--- config.mk ---
export PLATFORM = sky130hd
export DESIGN_NAME = fifo_pixel_streamer
export DESIGN_NICKNAME = d
export VERILOG_FILES = /design/src/rtl/fifo_pixel_streamer.sv
export SDC_FILE = /design/constraint.sdc
export NUM_CORES = 1
export LEC_CHECK = 0
export ABC_AREA = 1
export CORE_ASPECT_RATIO = 0.8
export CORE_UTILIZATION = 46
export DETAILED_ROUTE_END_ITERATION = 12
export GPL_TIMING_DRIVEN = 0
export PLACE_DENSITY = 0.77
export SLEW_MARGIN = 20
export SYNTH_ARGS = -nofsm -noshare
export SYNTH_HDL_FRONTEND = slang
export SYNTH_SLANG_ARGS = --single-unit
--- constraint.sdc ---
create_clock -name clk -period 1.6 [get_ports clk]
set_clock_uncertainty 0.15 [all_clocks]
set_input_delay 0.16 -clock clk [delete_from_list [all_inputs] [get_ports clk]]
set_output_delay 0.16 -clock clk [all_outputs]
set_load 0.02 [all_outputs]
--- src/rtl/fifo_pixel_streamer.sv ---
// fifo_pixel_streamer: drains a synchronous pixel FIFO through its registered
// read port into a 2-entry skid buffer and presents the pixels as a
// valid/ready stream tagged with start-of-frame / end-of-line / end-of-frame.
// Reads are issued only when the buffer is guaranteed room for the returning
// pixel, so downstream backpressure never loses data.
module fifo_pixel_streamer #(
  parameter int DATA_W = 8,
  parameter int IMG_W  = 640,
  parameter int IMG_H  = 480,
  localparam int COL_W = (IMG_W > 1) ? $clog2(IMG_W) : 1,
  localparam int ROW_W = (IMG_H > 1) ? $clog2(IMG_H) : 1
) (
  input  logic              clk,
  input  logic              aresetn,
  input  logic [DATA_W-1:0] fifo_data,
  input  logic              fifo_empty,
  output logic              fifo_rd_en,
  input  logic              flush,
  output logic [DATA_W-1:0] out_data,
  output logic              out_valid,
  input  logic              out_ready,
  output logic              out_sof,
  output logic              out_eol,
  output logic              out_eof,
  output logic              frame_done,
  output logic [COL_W-1:0]  col,
  output logic [ROW_W-1:0]  row
);

  localparam logic [COL_W-1:0] COL_LAST = COL_W'(IMG_W - 1);
  localparam logic [ROW_W-1:0] ROW_LAST = ROW_W'(IMG_H - 1);

  logic [DATA_W-1:0] mem_q [2];
  logic              head_q;
  logic              tail_q;
  logic [1:0]        occ_q;
  logic              in_flight_q;
  logic              pop;
  logic [1:0]        level;

  // occ + in_flight never exceeds 2, and pop implies occ >= 1, so level
  // stays within 0..2 and doubles as the next occupancy.
  assign out_valid  = (occ_q != 2'd0);
  assign pop        = out_valid & out_ready;
  assign level      = occ_q + {1'b0, in_flight_q} - {1'b0, pop};
  assign fifo_rd_en = !flush && !fifo_empty && (level <= 2'd1);
  assign out_data   = mem_q[head_q];

  assign out_sof = out_valid && (col == '0) && (row == '0);
  assign out_eol = out_valid && (col == COL_LAST);
  assign out_eof = out_eol && (row == ROW_LAST);

  // Skid buffer: capture the returning FIFO word at the tail, retire at the head.
  always_ff @(posedge clk or negedge aresetn) begin
    if (!aresetn) begin
      mem_q[0]    <= '0;
      mem_q[1]    <= '0;
      head_q      <= 1'b0;
      tail_q      <= 1'b0;
      occ_q       <= 2'd0;
      in_flight_q <= 1'b0;
    end else if (flush) begin
      // The in-flight word has already left the FIFO; it is simply not captured.
      head_q      <= 1'b0;
      tail_q      <= 1'b0;
      occ_q       <= 2'd0;
      in_flight_q <= 1'b0;
    end else begin
      if (in_flight_q) begin
        mem_q[tail_q] <= fifo_data;
        tail_q        <= ~tail_q;
      end
      if (pop) begin
        head_q <= ~head_q;
      end
      occ_q       <= level;
      in_flight_q <= fifo_rd_en;
    end
  end

  // Frame position of the pixel at the buffer head; advances per handshake.
  always_ff @(posedge clk or negedge aresetn) begin
    if (!aresetn) begin
      col <= '0;
      row <= '0;
    end else if (flush) begin
      col <= '0;
      row <= '0;
    end else if (pop) begin
      if (col == COL_LAST) begin
        col <= '0;
        row <= (row == ROW_LAST) ? '0 : row + 1'b1;
      end else begin
        col <= col + 1'b1;
      end
    end
  end

  // One-cycle pulse following the handshake of the last pixel of a frame.
  always_ff @(posedge clk or negedge aresetn) begin
    if (!aresetn) begin
      frame_done <= 1'b0;
    end else if (flush) begin
      frame_done <= 1'b0;
    end else begin
      frame_done <= pop & out_eof;
    end
  end

endmodule

# == After elaboration in Yosys (flattened, before gate mapping) ==
# Index checks and enable logic that the tools add are counted.
# word_totals
wordCells,63
output_inout_bits,33
reg_bits,41
input_bits,13
# classes
reduce_logical,17
eq_ne,2
add_sub_neg,4
n_bitwise,7
magnitude_cmp,4
muxes,20
# ops
operator,n
$mux W9,4
$mux W8,4
$mux W10,3
$bwmux W16,1
$add A10 B1 Y10 const B,1
$eq A10 B10 Y1 const B,1
$logic_not A10 Y1,1
$add A9 B1 Y9 const B,1
$eq A9 B9 Y1 const B,1
$logic_not A9 Y1,1
$demux W8 S1,1
$reduce_bool A2 Y1,4
$logic_and A1 B1 Y1,7
$mux W1,6
$ge A2 B2 Y1 const B,2
$not A1 Y2,2
$reduce_and A2 Y1,2
$not A1 Y1,3
$add A2 B1 Y2,1
$and A1 B1 Y1,2
$le A2 B1 Y1 const B,1
$logic_not A1 Y1,2
$lt A2 B1 Y1 const B,1
$mux W2,1
$sub A2 B1 Y2,1

# == Logic depth before layout (Yosys ltp) ==
# Gate-level depths: netlist (run 1).
# depth
depth_word,6
ltp_mapped,10
depth_no_buf,10

# == Worst setup path before layout (run 1) ==
# No wires, ideal clock.
# synth_path
path_kind,register to output
startpoint,register occ_q[1]
endpoint,output fifo_rd_en
setup_slack_ns,-0.332
path_stages_with_launch,9
t_arrival_ns,1.622
path_buffers,0
required_ns,1.290
cell_sequence,dfrtp_1 -> nor2_2 -> nor2_4 -> ha_1 -> inv_1 -> ha_1 -> xor2_1 -> nand2_1 -> nor2_1
# synth_between
elab_chain_cells,5
elab_cells_between_ends,6
cone_classes,add/sub (2); order compare (1); bitwise (1); reduce/logical (2)
# synth_rtl
item,line_no,source
start: declaration,36,logic [1:0] occ_q;
start signal: assignment,76,occ_q <= level;
branches (longest 2 deep; another with $add A2 B1 Y2),n/a,
$sub A2 B1 Y2 (*),45,"assign level = occ_q + {1'b0, in_flight_q} - {1'b0, pop};"
$le A2 B1 Y1 (*),46,assign fifo_rd_en = !flush && !fifo_empty && (level <= 2'd1);
$logic_and A1 B1 Y1 (*),46,
end: declaration,17,"output logic fifo_rd_en,"
# Mark *: on every way between the ends.

# == Worst setup path after layout (run 1) ==
# Ends and elaborated chain as after synthesis.

==> metrics.txt, run 1 <==
largest net degree at the start of global routing=23; RSZ-0062 raised after global routing=yes; Detailed Route Iter0 Violations=258; Max-cap violations=0; GPL Wtd Cong=0.872; commonest non-fill, non-tap cell in the layout=nand2_1; chip height=64.2 µm; Lkg Pwr=1.70 nW; # port buffers=45; syn_area_per_cell=7.87 µm²; worst skew pair latency=290 ps; share of cells above drive strength 1=0.365; Hold Vio Cnt, Final=0; status=finished, violations left; vias in the first global route=2157; Cell variety after synth=30; Most common cell on crit path=nor2_4; Max FO, Critical Path=2; Worst setup EP type=primary output; type of the tightest min-delay check=primary input to async pin; Initial Util=0.481; # DRC=0; Max Freq=0.462 GHz; pwr dens=1210 mW/mm²; Inserted Diodes=0; Final Cycle Share=1.35; antenna-violating nets left=0; # rows=22; # nets final=385; YS warnings=0; die area=0.00512 mm²; Pre-antenna DRT Iters=5; Max Root-Sink Buffers=2; Buf/Inv on CP=2; DR vias/cell=5.37; syn nets=302; Slowest Stage Delay on Critical Path=440 ps; GRT Util Overall=0.249; clock sinks=41; synthesis-to-layout area growth=53.3%; drt wl/cell=14.9 µm; Cells after Synth=283; Fill cells=337; Crit Path Category=register to primary output; #FFs+latches synth=41; register area share after synthesis=0.461; clock root buffer=clkbuf_8; Worst path slowest cell=dfrtp_1; # setup viols final=23; most frequent cells in the layout=nand2_1 (66), dfrtp_1 (33), inv_1 (27), buf_4 (23), dlygate4sd2_1 (19); I/O Pins=46; depth of the CTS H-tree=2; Worst-path clk slew=80 ps; CP startpoint kind=register; Worst-Margin Slew=548 ps; Die X=79.8 µm; mapped cell area=0.00223 mm²; Core Region=0.00462 mm²; Worst EP required=1290 ps; post-route design area=0.00341 mm²; failing checks=negative setup slack; fin crit period=2160 ps; Setup TNS Final=-3140 ps; initial antenna violation count=0; CTS tree=done; dpl hpwl=3.71 mm; Worst Slack Setup Final=-563 ps; vias after detailed routing=2292; Rel. slew slack=0.635; hold_ws=215 ps; Final Util=0.738; crit-path cells=nor2_4 -> nor2_4 -> ha_4 -> inv_2 -> ha_4 -> xor2_4 -> nand2_2 -> nor2_4 -> buf_6; DP Area=0.00282 mm²; grt ovf=0; Final Max Tran Viols=0; global-route wire length before repair=9.83 mm; Final Total Pwr=0.00411 W; Total Wirelength=6.38 mm; VDD IR-drop max=0.656 mV; Critical Path AT=1850 ps; total CTS buffers=5; CP top delay family=flip-flops
==> per-layer routing <==
metal	vias to the layer above	global-route usage	wire, µm
li1	1081	-	-
met1	1094	0.338	2720
met5	-	0	0
met4	0	0.0781	100
met2	102	0.396	3110
met3	15	0.0514	450
==> cells in the mapped netlist, drive strengths merged <==
master | n | area [µm²]
o21a | 1 | 7.51
nor2 | 27 | 114
dfrtp | 41 | 1030
nor3 | 6 | 30.0
nor4 | 4 | 31.3
xor2 | 4 | 35.0
o21bai | 2 | 15.0
nand3 | 15 | 75.1
inv | 33 | 124
nand2 | 88 | 353
xnor2 | 1 | 8.76
buf | 6 | 55.1
ha | 6 | 75.1
a21oi | 5 | 25.0
nand4 | 7 | 43.8
o211ai | 1 | 7.51
o21ai | 30 | 158
clkinv | 3 | 16.3
nand3b | 3 | 26.3
==> kinds of logic (layout without fill, tap and decap cells) <==
| kind of cell | after synthesis | in the layout | synth area share |
|---|---|---|---|
| flip-flops | 41 | 41 | 0.461 |
| buffers and inverters | 42 | 126 | 0.0877 |
| adder cells (fa/ha/maj) | 6 | 6 | 0.0337 |
| AND/OR/NAND/NOR | 150 | 150 | 0.302 |
| XOR/XNOR | 5 | 5 | 0.0197 |
| AO/OA/AOI/OAI | 39 | 39 | 0.0956 |
==> flip-flops by register name (all words and copies together), names as in the netlist <==
register and flops:
in_flight_q 1, col 10, mem_q 16, occ_q 2, head_q 1, tail_q 1
frame_done 1, row 9
==> through the flow <==
| stage | instances | setup slack (ps) |
|---|---|---|
| after global routing | 427 | -652 |
| after floorplan | 283 | -214 |
| after detailed placement | 389 | -1110 |
| after global placement | 388 | -1130 |
| after CTS | 418 | -604 |
| final | 427 | -563 |
==> power by group <==
group | internal (W) | switching [W] | total, W | leakage (nW)
Clock | 0.000303 | 0.000366 | 0.000670 | 0.0450
Combinational | 0.000819 | 0.00115 | 0.00197 | 1.11
Sequential | 0.00129 | 0.000182 | 0.00147 | 0.535
==> worst paths after layout <==
path / cells after the start / slack, ps / startpoint / to
worst max-delay path: 9 / -560 / occ_q[1]$_DFF_PN0_ / fifo_rd_en
worst min-delay path: 2 / 220 / aresetn / col[5]$_DFFE_PN0P_
worst max register to register: 11 / -150 / col[0]$_DFFE_PN0P_ / row[4]$_DFFE_PN0P_
worst min register to register: 2 / 340 / mem_q[12]$_DFFE_PN0P_ / mem_q[12]$_DFFE_PN0P_
max in group asynchronous: 3 / 600 / aresetn / mem_q[3]$_DFFE_PN0P_
min in group clk: 3 / 290 / fifo_data[0] / mem_q[8]$_DFFE_PN0P_
==> final cells by class <==
| class | count | area (µm²) | share of cell area |
|---|---|---|---|
| inverter | 36 | 160 | 0.0469 |
| clock inverter | 2 | 10.0 | 0.00293 |
| multi-input combinational | 200 | 1330 | 0.389 |
| sequential | 41 | 1040 | 0.304 |
| buffer | 6 | 61.3 | 0.0180 |
| clock buffer | 6 | 72.6 | 0.0213 |
| tap | 60 | 75.1 | 0.0220 |
| timing repair buffer | 76 | 672 | 0.197 |
==> repair_timing <==
action                                  4_1_cts  5_1_grt
hold endpoints to repair                     19        0
setup buffers                                19       12
endpoints found under the setup margin       48       36
cloned                                        1        0
pin swaps                                    19       21
hold buffers                                  1        0
gates resized for setup                     122       57
Power figures use the tool's default switching activity.
==> inputs of run 2 (changes only) <==
--- a/config.mk
+++ b/config.mk
@@ -11,6 +11,7 @@
 export DETAILED_ROUTE_END_ITERATION = 12
 export GPL_TIMING_DRIVEN = 0
 export PLACE_DENSITY = 0.77
+export SKIP_LAST_GASP = 1
 export SLEW_MARGIN = 20
 export SYNTH_ARGS = -nofsm -noshare
 export SYNTH_HDL_FRONTEND = slang
==> run 2 against run 1 <==
Against the previous run: routed wire length is 1.8% lower; combinational power hardly changed; sequential power hardly changed; via count is 1.6% lower; first-iteration DRC count is 12% lower; non-clock buffer count stayed put; the flow still finishes with violations (negative setup slack); register-to-register slack better by 20 ps; flip-flop and latch count stayed put.
==> metrics.txt, run 2 (synthesized netlist as in run 1, its figures left out) <==
status=finished, violations left (unchanged); failing checks=negative setup slack (unchanged); clock root buffer=clkbuf_8 (unchanged); Max-cap violations=0 (unchanged); hold_ws=218 ps (was 215 ps); CTS tree=done (unchanged); DP Area=0.00282 mm² (unchanged); Rel. slew slack=0.654 (was 0.635); Worst setup EP type=primary output (unchanged); drt wl/cell=14.7 µm (was 14.9 µm); synthesis-to-layout area growth=53.1% (was 53.3%); VDD IR-drop max=0.632 mV (was 0.656 mV); Detailed Route Iter0 Violations=227 (was 258); Core Region=0.00462 mm² (unchanged); commonest non-fill, non-tap cell in the layout=nand2_1 (unchanged); type of the tightest min-delay check=primary input to async pin (unchanged); # port buffers=45 (unchanged); Initial Util=0.481 (unchanged); vias after detailed routing=2256 (was 2292); share of cells above drive strength 1=0.360 (was 0.365); total CTS buffers=5 (unchanged); Final Cycle Share=1.35 (about the same); fin crit period=2160 ps (about the same); Final Util=0.737 (was 0.738); Hold Vio Cnt, Final=0 (unchanged); DR vias/cell=5.28 (was 5.37); Worst-path clk slew=80 ps (about the same); post-route design area=0.00341 mm² (about the same); number of flip-flops in the largest register=16 (unchanged); Worst EP required=1290 ps (about the same); depth of the CTS H-tree=2 (unchanged); global-route wire length before repair=9.73 mm (was 9.83 mm); Max FO, Critical Path=2 (unchanged); RSZ-0062 raised after global routing=yes (unchanged); Most flops, register=mem_q (unchanged); worst skew pair latency=290 ps (about the same); GRT Util Overall=0.246 (was 0.249); Max Root-Sink Buffers=2 (unchanged); Critical Path AT=1850 ps (about the same); # DRC=0 (unchanged); initial antenna violation count=0 (unchanged); Pre-antenna DRT Iters=4 (was 5); dpl hpwl=3.71 mm (unchanged); Max Freq=0.463 GHz (was 0.462 GHz); die area=0.00512 mm² (unchanged); GPL Wtd Cong=0.872 (unchanged); Final Max Tran Viols=0 (unchanged); chip height=64.2 µm (unchanged); largest net degree at the start of global routing=23 (unchanged); pwr dens=1200 mW/mm² (was 1210 mW/mm²); Worst Slack Setup Final=-561 ps (was -563 ps); clock sinks=41 (unchanged); Lkg Pwr=1.69 nW (was 1.70 nW); # rows=22 (unchanged); Top Registers=mem_q: 16 flops, col: 10 flops, row: 9 flops (unchanged); Worst-Margin Slew=519 ps (was 548 ps); I/O Pins=46 (unchanged); Total Wirelength=6.26 mm (was 6.38 mm); most frequent cells in the layout=nand2_1 (67), dfrtp_1 (33), inv_1 (27), buf_4 (23), dlygate4sd2_1 (19) (was nand2_1 (66), dfrtp_1 (33), inv_1 (27), buf_4 (23), dlygate4sd2_1 (19)); vias in the first global route=2119 (was 2157); Crit Path Category=register to primary output (unchanged); CP startpoint kind=register (unchanged); Inserted Diodes=0 (unchanged); # nets final=385 (unchanged); # setup viols final=22 (was 23); grt ovf=0 (unchanged); Die X=79.8 µm (unchanged); antenna-violating nets left=0 (unchanged)
==> run 2: final cells by class <==
class / instances / area (µm²)
clock buffers: 6 / 72.6
plain buffers: 6 / 61.3
fillers: 339 / 1220
well taps: 60 / 75.1
repair buffers: 76 / 672
flip-flops and latches: 41 / 1040
multi-input cells: 200 / 1320
clock inverters: 2 / 10.0
inverters: 36 / 160
==> run 2: per-layer routing <==
| layer | track usage | part of all wire | up-vias |
|---|---|---|---|
| met5 | 0 | 0 | - |
| met4 | 0.0714 | 0.013 | 0 |
| met3 | 0.0500 | 0.063 | 9 |
| met2 | 0.393 | 0.50 | 96 |
| met1 | 0.337 | 0.43 | 1068 |
| li1 | - | - | 1083 |
==> run 2: through the flow <==
step	setup WS (ps)	total power [W]	setup TNS [ps]	cells
after floorplan	-214	0.00242	-289	283
after global placement	-1130	0.00304	-49960	388
after detailed placement	-1110	0.00308	-14750	389
after CTS	-604	0.00390	-2650	418
after global routing	-652	0.00436	-4880	427
final	-561	0.00410	-2880	427
==> run 2: critical path, stage by stage (launching register included) <==
cell and delay [ps]:
dfrtp_1 440, nor2_4 160, nor2_4 50, ha_4 250, inv_2 30, ha_4 160, xor2_4 180, nand2_2 90
nor2_4 80, buf_6 120
==> run 2: timing repair <==
| item | CTS | global route |
|---|---|---|
| setup buffers | 19 | 12 |
| gates cloned | 1 | 0 |
| hold endpoints to repair | 19 | 0 |
| hold buffers | 1 | 0 |
| gates resized for setup | 114 | 63 |
| endpoints found under the setup margin | 48 | 36 |
| pin swaps | 17 | 22 |
==> run 2: power by group <==
group | total, W | switching [W] | leakage, nW | internal [W]
registers | 0.00147 | 0.000182 | 0.535 | 0.00129
logic | 0.00196 | 0.00115 | 1.11 | 0.000819
clock network | 0.000670 | 0.000367 | 0.0450 | 0.000303
==> run 2: path summary, 6_finish.rpt <==
check | start | endpoint | slack [ps] | cells past startpoint
worst max-delay path | occ_q[1]$_DFF_PN0_ | fifo_rd_en | -560 | 9
worst min-delay path | aresetn | mem_q[8]$_DFFE_PN0P_ | 220 | 2
worst max register to register | col[0]$_DFFE_PN0P_ | row[7]$_DFFE_PN0P_ | -130 | 11
worst min register to register | mem_q[12]$_DFFE_PN0P_ | mem_q[12]$_DFFE_PN0P_ | 340 | 2
max in group asynchronous | aresetn | mem_q[3]$_DFFE_PN0P_ | 600 | 3
min in group clk | fifo_data[0] | mem_q[8]$_DFFE_PN0P_ | 290 | 3
